`config.mk`:
```
export PLATFORM = sky130hd
export DESIGN_NAME = alu_ctrl_pipe_flat
export DESIGN_NICKNAME = d
export VERILOG_FILES = /design/src/rtl/alu_ctrl_pipe_if.sv /design/src/rtl/alu_ctrl_pipe.sv /design/src/flat_wrapper.sv
export SDC_FILE = /design/constraint.sdc
export NUM_CORES = 1
export LEC_CHECK = 0
export CORE_ASPECT_RATIO = 1.1
export CORE_MARGIN = 5
export CORE_UTILIZATION = 35
export CTS_BUF_LIST = sky130_fd_sc_hd__clkbuf_8
export DETAILED_ROUTE_END_ITERATION = 10
export PLACE_DENSITY = 0.67
export SLEW_MARGIN = 15
export SYNTH_ARGS = -nofsm -noshare
export SYNTH_HDL_FRONTEND = slang
export SYNTH_SLANG_ARGS = --single-unit
```
`constraint.sdc`:
```
create_clock -name clk -period 1.85 [get_ports clk]
set_clock_uncertainty 0.05 [all_clocks]
set_input_delay 0.185 -clock clk [delete_from_list [all_inputs] [get_ports clk]]
set_output_delay 0.185 -clock clk [all_outputs]
set_load 0.02 [all_outputs]
```
`src/rtl/alu_ctrl_pipe_if.sv`:
```
// ---------------------------------------------------------------------------
// alu_ctrl_pipe_if
// Bundles the upstream handshake, the downstream hold/flush controls and the
// registered control outputs of the ID/EX ALU control stage.
//   master : pipeline side (drives opcode/alu_on/in_valid/stall/flush)
//   slave  : alu_ctrl_pipe (drives in_ready and all registered controls)
// Optional: ALU_ILLEGAL_TRAP_EN adds illegal_sticky and illegal_opc.
// ---------------------------------------------------------------------------
interface alu_ctrl_pipe_if #(
  parameter int OPC_W  = 11,
  parameter int ALU_CW = 3
);
  logic [OPC_W-1:0]  opcode;
  logic              alu_on;
  logic              in_valid;
  logic              in_ready;
  logic              stall;
  logic              flush;
  logic              out_valid;
  logic [ALU_CW-1:0] alu_cntrl;
  logic [1:0]        unit_sel;
  logic              set_flags;
  logic              shift_left;
  logic              illegal;
  logic              mul_busy;
`ifdef ALU_ILLEGAL_TRAP_EN
  logic              illegal_sticky;
  logic [10:0]       illegal_opc;
`endif

  modport master (
    output opcode, alu_on, in_valid, stall, flush,
    input  in_ready, out_valid, alu_cntrl, unit_sel, set_flags,
           shift_left, illegal, mul_busy
`ifdef ALU_ILLEGAL_TRAP_EN
    , input illegal_sticky, illegal_opc
`endif
  );

  modport slave (
    input  opcode, alu_on, in_valid, stall, flush,
    output in_ready, out_valid, alu_cntrl, unit_sel, set_flags,
           shift_left, illegal, mul_busy
`ifdef ALU_ILLEGAL_TRAP_EN
    , output illegal_sticky, illegal_opc
`endif
  );
endinterface

```
`src/rtl/alu_ctrl_pipe.sv`:
```
// ---------------------------------------------------------------------------
// alu_ctrl_pipe
// Registered ALU control stage at the ID/EX boundary. Decodes the 11-bit
// LEGv8 opcode (top 11 bits of opcode) into ALU op, execution unit select,
// flag-write and shift direction, with valid/ready handshake, stall, flush
// and a multi-cycle multiply wait.
// Ports:
//   clk      : clock, rising edge
//   reset_n  : asynchronous active-low reset
//   bus      : alu_ctrl_pipe_if.slave (handshake, stall/flush, controls)
// Optional macro ALU_ILLEGAL_TRAP_EN: records the first accepted illegal
//   opcode in illegal_sticky / illegal_opc (cleared only by reset).
// ---------------------------------------------------------------------------
module alu_ctrl_pipe #(
  parameter int OPC_W      = 11,
  parameter int ALU_CW     = 3,
  parameter int MUL_CYCLES = 4
) (
  input  logic            clk,
  input  logic            reset_n,
  alu_ctrl_pipe_if.slave  bus
);

  localparam int CNT_W = (MUL_CYCLES > 1) ? $clog2(MUL_CYCLES) : 1;
  localparam logic [CNT_W-1:0] CNT_LOAD = CNT_W'(MUL_CYCLES - 1);
  localparam logic [CNT_W-1:0] CNT_ONE  = CNT_W'(1);

  typedef enum logic [1:0] {IDLE, VALID, MUL_WAIT} state_t;

  state_t            state;
  logic [CNT_W-1:0]  mul_cnt;
  logic              out_valid_q;
  logic [2:0]        alu_q;
  logic [1:0]        unit_q;
  logic              flags_q;
  logic              shl_q;
  logic              ill_q;
  logic              busy_q;

  logic [10:0]       op11;
  logic [2:0]        dec_alu;
  logic [1:0]        dec_unit;
  logic              dec_flags;
  logic              dec_shl;
  logic              dec_ill;
  logic              dec_mul;
  logic              ready;
  logic              accept;
  logic              take_mul;

  assign op11 = bus.opcode[OPC_W-1 -: 11];

  // Opcode decode. With alu_on low every control stays zero and nothing is
  // flagged illegal; branches decode to pass-B on the ALU.
  always_comb begin
    dec_alu   = 3'b000;
    dec_unit  = 2'b00;
    dec_flags = 1'b0;
    dec_shl   = 1'b0;
    dec_ill   = 1'b0;
    dec_mul   = 1'b0;
    if (bus.alu_on) begin
      casez (op11)
        11'b10001011000: dec_alu = 3'b010;
        11'b10101011000: begin dec_alu = 3'b010; dec_flags = 1'b1; end
        11'b11001011000: dec_alu = 3'b011;
        11'b11101011000: begin dec_alu = 3'b011; dec_flags = 1'b1; end
        11'b1001000100?: dec_alu = 3'b010;
        11'b1101000100?: dec_alu = 3'b011;
        11'b11111000010,
        11'b11111000000: dec_alu = 3'b010;
        11'b10001010000: dec_alu = 3'b100;
        11'b10101010000: dec_alu = 3'b101;
        11'b11001010000: dec_alu = 3'b110;
        11'b11010011011: begin dec_unit = 2'b01; dec_shl = 1'b1; end
        11'b11010011010: dec_unit = 2'b01;
        11'b10011011000: begin dec_unit = 2'b10; dec_mul = 1'b1; end
        11'b100101?????,
        11'b10110100???,
        11'b01010100???: dec_alu = 3'b000;
        default:         dec_ill = 1'b1;
      endcase
    end
  end

  // The stage cannot take a new instruction while a multiply is in flight.
  assign ready    = !bus.stall && !bus.flush && (state != MUL_WAIT);
  assign accept   = bus.in_valid && ready;
  assign take_mul = dec_mul && (MUL_CYCLES > 1);

  // Main FSM and output register. Flush beats stall, stall freezes
  // everything, and the control fields only change on accept/flush/reset.
  always_ff @(posedge clk or negedge reset_n) begin
    if (!reset_n) begin
      state       <= IDLE;
      mul_cnt     <= '0;
      out_valid_q <= 1'b0;
      alu_q       <= 3'b000;
      unit_q      <= 2'b00;
      flags_q     <= 1'b0;
      shl_q       <= 1'b0;
      ill_q       <= 1'b0;
      busy_q      <= 1'b0;
    end else if (bus.flush) begin
      state       <= IDLE;
      mul_cnt     <= '0;
      out_valid_q <= 1'b0;
      alu_q       <= 3'b000;
      unit_q      <= 2'b00;
      flags_q     <= 1'b0;
      shl_q       <= 1'b0;
      ill_q       <= 1'b0;
      busy_q      <= 1'b0;
    end else if (!bus.stall) begin
      case (state)
        MUL_WAIT: begin
          if (mul_cnt <= CNT_ONE) begin
            state       <= VALID;
            mul_cnt     <= '0;
            out_valid_q <= 1'b1;
            busy_q      <= 1'b0;
          end else begin
            mul_cnt <= mul_cnt - CNT_ONE;
          end
        end
        default: begin
          if (accept) begin
            alu_q   <= dec_alu;
            unit_q  <= dec_unit;
            flags_q <= dec_flags;
            shl_q   <= dec_shl;
            ill_q   <= dec_ill;
            if (take_mul) begin
              state       <= MUL_WAIT;
              mul_cnt     <= CNT_LOAD;
              out_valid_q <= 1'b0;
              busy_q      <= 1'b1;
            end else begin
              state       <= VALID;
              out_valid_q <= 1'b1;
            end
          end else begin
            state       <= IDLE;
            out_valid_q <= 1'b0;
          end
        end
      endcase
    end
  end

  assign bus.in_ready   = ready;
  assign bus.out_valid  = out_valid_q;
  assign bus.alu_cntrl  = ALU_CW'(alu_q);
  assign bus.unit_sel   = unit_q;
  assign bus.set_flags  = flags_q;
  assign bus.shift_left = shl_q;
  assign bus.illegal    = ill_q;
  assign bus.mul_busy   = busy_q;

`ifdef ALU_ILLEGAL_TRAP_EN
  logic        sticky_q;
  logic [10:0] opc_q;

  // Only the first accepted illegal opcode is kept; flush leaves it alone.
  always_ff @(posedge clk or negedge reset_n) begin
    if (!reset_n) begin
      sticky_q <= 1'b0;
      opc_q    <= '0;
    end else if (accept && dec_ill && !sticky_q) begin
      sticky_q <= 1'b1;
      opc_q    <= op11;
    end
  end

  assign bus.illegal_sticky = sticky_q;
  assign bus.illegal_opc    = opc_q;
`endif

endmodule

```
`src/flat_wrapper.sv`:
```
// flat-port wrapper written by rule: the top's interface ports become plain ports
module alu_ctrl_pipe_flat 
#(
  parameter int OPC_W      = 11,
  parameter int ALU_CW     = 3,
  parameter int MUL_CYCLES = 4
)
  (clk, reset_n, bus_opcode, bus_alu_on, bus_in_valid, bus_stall, bus_flush, bus_in_ready, bus_out_valid, bus_alu_cntrl, bus_unit_sel, bus_set_flags, bus_shift_left, bus_illegal, bus_mul_busy);
  alu_ctrl_pipe_if #(.OPC_W(OPC_W), .ALU_CW(ALU_CW)) bus_i ();
  input  logic clk;
  input  logic reset_n;
  input wire logic [$bits(bus_i.opcode)-1:0] bus_opcode;
  input wire logic [$bits(bus_i.alu_on)-1:0] bus_alu_on;
  input wire logic [$bits(bus_i.in_valid)-1:0] bus_in_valid;
  input wire logic [$bits(bus_i.stall)-1:0] bus_stall;
  input wire logic [$bits(bus_i.flush)-1:0] bus_flush;
  output wire logic [$bits(bus_i.in_ready)-1:0] bus_in_ready;
  output wire logic [$bits(bus_i.out_valid)-1:0] bus_out_valid;
  output wire logic [$bits(bus_i.alu_cntrl)-1:0] bus_alu_cntrl;
  output wire logic [$bits(bus_i.unit_sel)-1:0] bus_unit_sel;
  output wire logic [$bits(bus_i.set_flags)-1:0] bus_set_flags;
  output wire logic [$bits(bus_i.shift_left)-1:0] bus_shift_left;
  output wire logic [$bits(bus_i.illegal)-1:0] bus_illegal;
  output wire logic [$bits(bus_i.mul_busy)-1:0] bus_mul_busy;
  assign bus_i.opcode = bus_opcode;
  assign bus_i.alu_on = bus_alu_on;
  assign bus_i.in_valid = bus_in_valid;
  assign bus_i.stall = bus_stall;
  assign bus_i.flush = bus_flush;
  assign bus_in_ready = bus_i.in_ready;
  assign bus_out_valid = bus_i.out_valid;
  assign bus_alu_cntrl = bus_i.alu_cntrl;
  assign bus_unit_sel = bus_i.unit_sel;
  assign bus_set_flags = bus_i.set_flags;
  assign bus_shift_left = bus_i.shift_left;
  assign bus_illegal = bus_i.illegal;
  assign bus_mul_busy = bus_i.mul_busy;
  alu_ctrl_pipe #(.OPC_W(OPC_W), .ALU_CW(ALU_CW), .MUL_CYCLES(MUL_CYCLES)) u_core (.clk(clk), .reset_n(reset_n), .bus(bus_i));
endmodule
```
Word level (Yosys, flattened, before mapping) --
Index checks and enable logic that the tools add are counted.
Storage, ports and cells: memories kept 0, bits in latches 0, output and inout port bits 11, word-level logic and storage cells 106, RAM bits 0, memory bits (read-only) 0, bits in registers 14, input bits 17
Operators by class: $lt $le $gt $ge 1, reduce and logical (&&, ||, !) cells 17, shift-type cells 0, multipliers 0, multiplexer cells 56, divide/modulo/power cells 0, add/sub/neg operators 1, equality and inequality tests 22, bitwise gates (word level) 0
Operators by type and width (number):
- == test 11 bit, second input constant | 12
- 2-to-1 mux 2 bit | 17
- 2-to-1 mux 1 bit | 32
- == test 10 bit, second input constant | 2
- OR reduction 17 bit | 1
- 2-to-1 mux 3 bit | 5
- case mux 3 bit (5 select lines) | 1
- == test 8 x 7 -> 1 bit, second input constant | 1
- == test 8 bit, second input constant | 1
- == test 6 bit, second input constant | 1
- AND reduction 3 bit | 2
- nonzero test 3 bit | 2
- OR reduction 5 bit | 1
- inequality test 2 bit, second input constant | 2
- case mux 2 bit (2 select lines) | 1
- AND reduction 4 bit | 1
- OR reduction 2 bit | 2
- logical AND 1 bit | 3
- inequality test 3 x 2 -> 1 bit, second input constant | 1
- OR reduction 3 bit | 1
- == test 2 bit, second input constant | 1
- less-or-equal comparator 2 x 1 -> 1 bit, second input constant | 1
- logical NOT 1 bit | 2
- inequality test 2 x 1 -> 1 bit, second input constant | 1
- 3 further kinds | 3

Logic depth before layout (Yosys ltp) --
depth after elaboration 8, depth in mapped cells 5, mapped depth without buffers 4

Worst setup path before layout --
No wires, ideal clock.
kind flip-flop to flip-flop, start point register u_core.state[0], end point register u_core.flags_q (netlist: u_core.bus.set_flags), buffers on the path 0, required time 1.705 ns, setup time 0.095 ns, path slack 0.417 ns, arrival 1.288 ns, stages on the path, launching flop included 5, period minus slack after synthesis 1.433 ns, cell sequence dfrtp_1 > and2b_4 > nor4_4 > nand2_1 > o31ai_1
On the way: word-level cells in the longest chain between the ends 5, elaborated cells on any way between the ends 7, those cells by class 3 x eq/ne; 4 x reduce/logical
Ends and longest elaborated chain:
- start, declared | line alu_ctrl_pipe.sv:30 | state_t state;
- start signal, assigned | line alu_ctrl_pipe.sv:95 | state <= IDLE;
- start signal, assigned | line alu_ctrl_pipe.sv:105 | state <= IDLE;
- start signal, assigned | line alu_ctrl_pipe.sv:118 | state <= VALID;
- inequality test 2 bit | line alu_ctrl_pipe.sv:87 | assign ready = !bus.stall && !bus.flush && (state != MUL_WAIT);
- logical AND 1 bit | line alu_ctrl_pipe.sv:87
- logical AND 1 bit | line alu_ctrl_pipe.sv:88 | assign accept = bus.in_valid && ready;
- nonzero test 2 bit (no line)
- AND reduction 3 bit (no line) (*)
- end signal, assigned | line alu_ctrl_pipe.sv:130 | flags_q <= dec_flags;
- end, declared | line alu_ctrl_pipe.sv:35 | logic flags_q;
Mark *: on every way between the ends. The rest lies on a longest branch, timed or not. A chain may end at the register's enable or synchronous reset.

Worst setup path in the final report --
start point register u_core.state[1], end point output bus_in_ready
On the way: word-level cells in the longest chain between the ends 2
Ends and longest elaborated chain:
- inequality test 2 bit | line alu_ctrl_pipe.sv:87
- logical AND 1 bit | line alu_ctrl_pipe.sv:87
- end, declared | line flat_wrapper.sv:17 | output wire logic [$bits(bus_i.in_ready)-1:0] bus_in_ready;
Every way passes these cells.

==> metrics.cfg <==
[sta]
finalMaxSlewViolations=0
hold_viol=0
max_freq_mhz=638
rsz0062_at_grt=no
tightest_slew_ns=0.590
setup_viol=0
max-slew-margin-rel_pct=60.5
holdWs_ns=0.267
fin_crit_ns=1.57
setup_tns_ns=0
finalCritPeriodShare_pct=84.7

[power]
clkPwrFrac_pct=37.4
switchingPower_w=0.000169
p_per_area_nw_per_um2=528
p_int_w=0.000499
comb_power_share_pct=19.4
seqPwrFrac_pct=43.3
p_sw_share_pct=25.3
power.leakage_nw=0.484
ir_drop_mv=0.340

[die]
coreArea_um2=2470
die-height_um=63.1
start_util_pct=36.2
boundaryPins=28
die_area_um2=3670
die_x_um=58.2
rows=19

[synth]
synth-seq-cells=13
syn_area_per_cell_um2=9.74
syn_area_um2=896
ys_types=42
synth_top_area_share_pct=36.3
synthCells=92
syn-num-nets=109
yosys.area.top_type=dfrtp_1
synth_area_leaders=dfrtp_1 (36%), a21oi_2 (4.9%), nand2_1 (4.6%)
yosys_warnings=0
yosysSeqAreaShare_pct=36.3

[global_routing]
grt_pass1_wl_um=3980
grt_pass1_vias=925
grt_usage_pct=13.6
grt_max_degree=14
antenna_found_initial=0
grt-ovfl-total=0

[routing]
wl_per_cell_um=14.4
drt_iter0_drc=31
totalWireLength_um=2250
vias=877
drc_errors=0
ant_nets=0
first_pass_iters=4
avgViaCountPerCell=5.62

[cells_and_area]
stdcell_count=156
final_area_um2=1270
n_antenna_cell=0
drive_above_1_share_pct=20.0
area_delta_synth_final_pct=41.3
nNetsFinal=143
nFillCells=238

[clocking]
path_clk_slew_ns=0.06
worstSkewPairLatency_ns=0.24
htreeDepth=1
clk_path_buf_depth=2
root_buffer=clkbuf_8
cts_tree=built
cts_buffers=3
numClockSinks=13
cts_hold_buffers=0

[place]
port_buffers=27
placed_area_um2=1220
finalWeightedCongestion=0.914
dp.final_hpwl_um=1820
place_inst=152

[worst_hold_path]
hold_path.class=input port to asynchronous set/reset pin

[worst_setup_path]
worstSetupEndpointType=output port
arrival_ns=1.33
start_kind=flip-flop
path_class=flip-flop to output port
required_ns=1.62
crit_fanout=5

[status]
outcome=finished clean

[job]
maxCapViolations=0

-- worst paths after layout --
path                                   startpoint                     end  slack, ns  depth (start not counted)
min reg2reg                u_core.bus.unit_sel[0]  u_core.bus.unit_sel[0]       0.42                          1
max                               u_core.state[1]            bus_in_ready       0.28                          3
max in group asynchronous                 reset_n         u_core.state[1]       1.10                          1
min                                       reset_n       u_core.mul_cnt[1]       0.27                          1
max reg2reg                       u_core.state[1]    u_core.bus.set_flags       0.38                          4
min in group clk           u_core.bus.unit_sel[0]  u_core.bus.unit_sel[0]       0.42                          1
-- cell type report --
class	count	area [µm²]	share of cell area [%]
clock buffer	3	41.3	3.26
multi-input combinational	74	542	42.8
sequential	13	325	25.7
clock inverter	1	5.00	0.395
tap	31	38.8	3.06
inverter	2	7.51	0.593
timing repair buffer	32	307	24.2
-- timing repair --
item                                    CTS  global route
gates resized for setup                   1             0
buffers inserted                          0             0
endpoints found under the hold margin     0             0
endpoints found under the setup margin    1             0
-- synth_stat cells (all sizes together) --
| cell | number |
|---|---|
| nor4 | 1 |
| a32o | 1 |
| nor4bb | 1 |
| a32oi | 1 |
| or2 | 1 |
| o21ai | 3 |
| nor2 | 6 |
| o22a | 1 |
| a21o | 1 |
| a31oi | 1 |
| a22o | 1 |
| nand4b | 1 |
| nor2b | 3 |
| buf | 3 |
| and2 | 1 |
| dfrtp | 13 |
| nor3 | 1 |
| and3b | 2 |
| nand2b | 3 |
| a211oi | 2 |
| nand4 | 2 |
| nor3b | 3 |
| a22oi | 2 |
| and4 | 3 |
| inv | 2 |
| nand3 | 3 |
| nand2 | 11 |
| o31ai | 2 |
| nor4b | 4 |
| o2111ai | 1 |
| o211ai | 3 |
| a21oi | 8 |
| and2b | 1 |
-- through the flow --
stage          util, %  total power, W  worst slack [ns]
2_1_floorplan        -        0.000348             0.417
5_1_grt           51.2        0.000703             0.121
3_3_place_gp      49.4        0.000424            0.0580
3_5_place_dp      49.4        0.000424            0.0660
6_report          51.2        0.000669             0.283
4_1_cts           51.2        0.000679             0.270
-- cell usage in the layout (no fill, tap or decap), drive strengths merged, types with 2 or more instances in the layout --
cell type and instances:
nor2b 3, a21oi 8, nor3b 3, o21ai 3
dfrtp 13, clkdlybuf4s50 26, nor4b 4, and3b 2
a211oi 2, buf 5, nand2b 3, nand4 2
nor2 6, and4 3, a22oi 2, nand3 3
inv 2, clkbuf 3, o211ai 3, o31ai 2
nand2 11
-- cell families (layout without fill, tap and decap cells) --
group,count (synthesis),in the layout,synth area share (%)
AND/OR/NAND/NOR,47,47,36.9
AO/OA/AOI/OAI,27,27,23.6
flip-flops,13,13,36.3
buffers and inverters,5,38,3.21
-- routing by layer --
| metal | vias up | share of wire (%) | global-route usage [%] |
|---|---|---|---|
| li1 | 420 | - | - |
| met1 | 413 | 42 | 15.7 |
| met2 | 36 | 48 | 22.5 |
| met3 | 8 | 7.5 | 3.67 |
| met5 | - | 0 | 0 |
| met4 | 0 | 2.0 | 7.54 |
-- critical path: stages, from the launching register on --
cell	delay [ns]
dfrtp_1	0.41
and2b_4	0.20
nor3_1	0.13
dlygate4sd2_1	0.35
-- flip-flops by register name, summed over array words and instances (netlist names) --
register / count
u_core.mul_cnt: 2
u_core.bus.alu_cntrl: 3
u_core.bus.mul_busy: 1
u_core.state: 2
u_core.bus.unit_sel: 2
u_core.bus.set_flags: 1
u_core.bus.shift_left: 1
u_core.bus.illegal: 1
-- power groups by stage --
stage,clock [W],sequential (W),combinational (W)
2_1_floorplan,0,0.000297,0.0000510
3_3_place_gp,0,0.000294,0.000129
3_5_place_dp,0,0.000294,0.000130
4_1_cts,0.000260,0.000289,0.000130
5_1_grt,0.000273,0.000289,0.000141
6_report,0.000250,0.000289,0.000129
(Power assumes the default switching activity.)
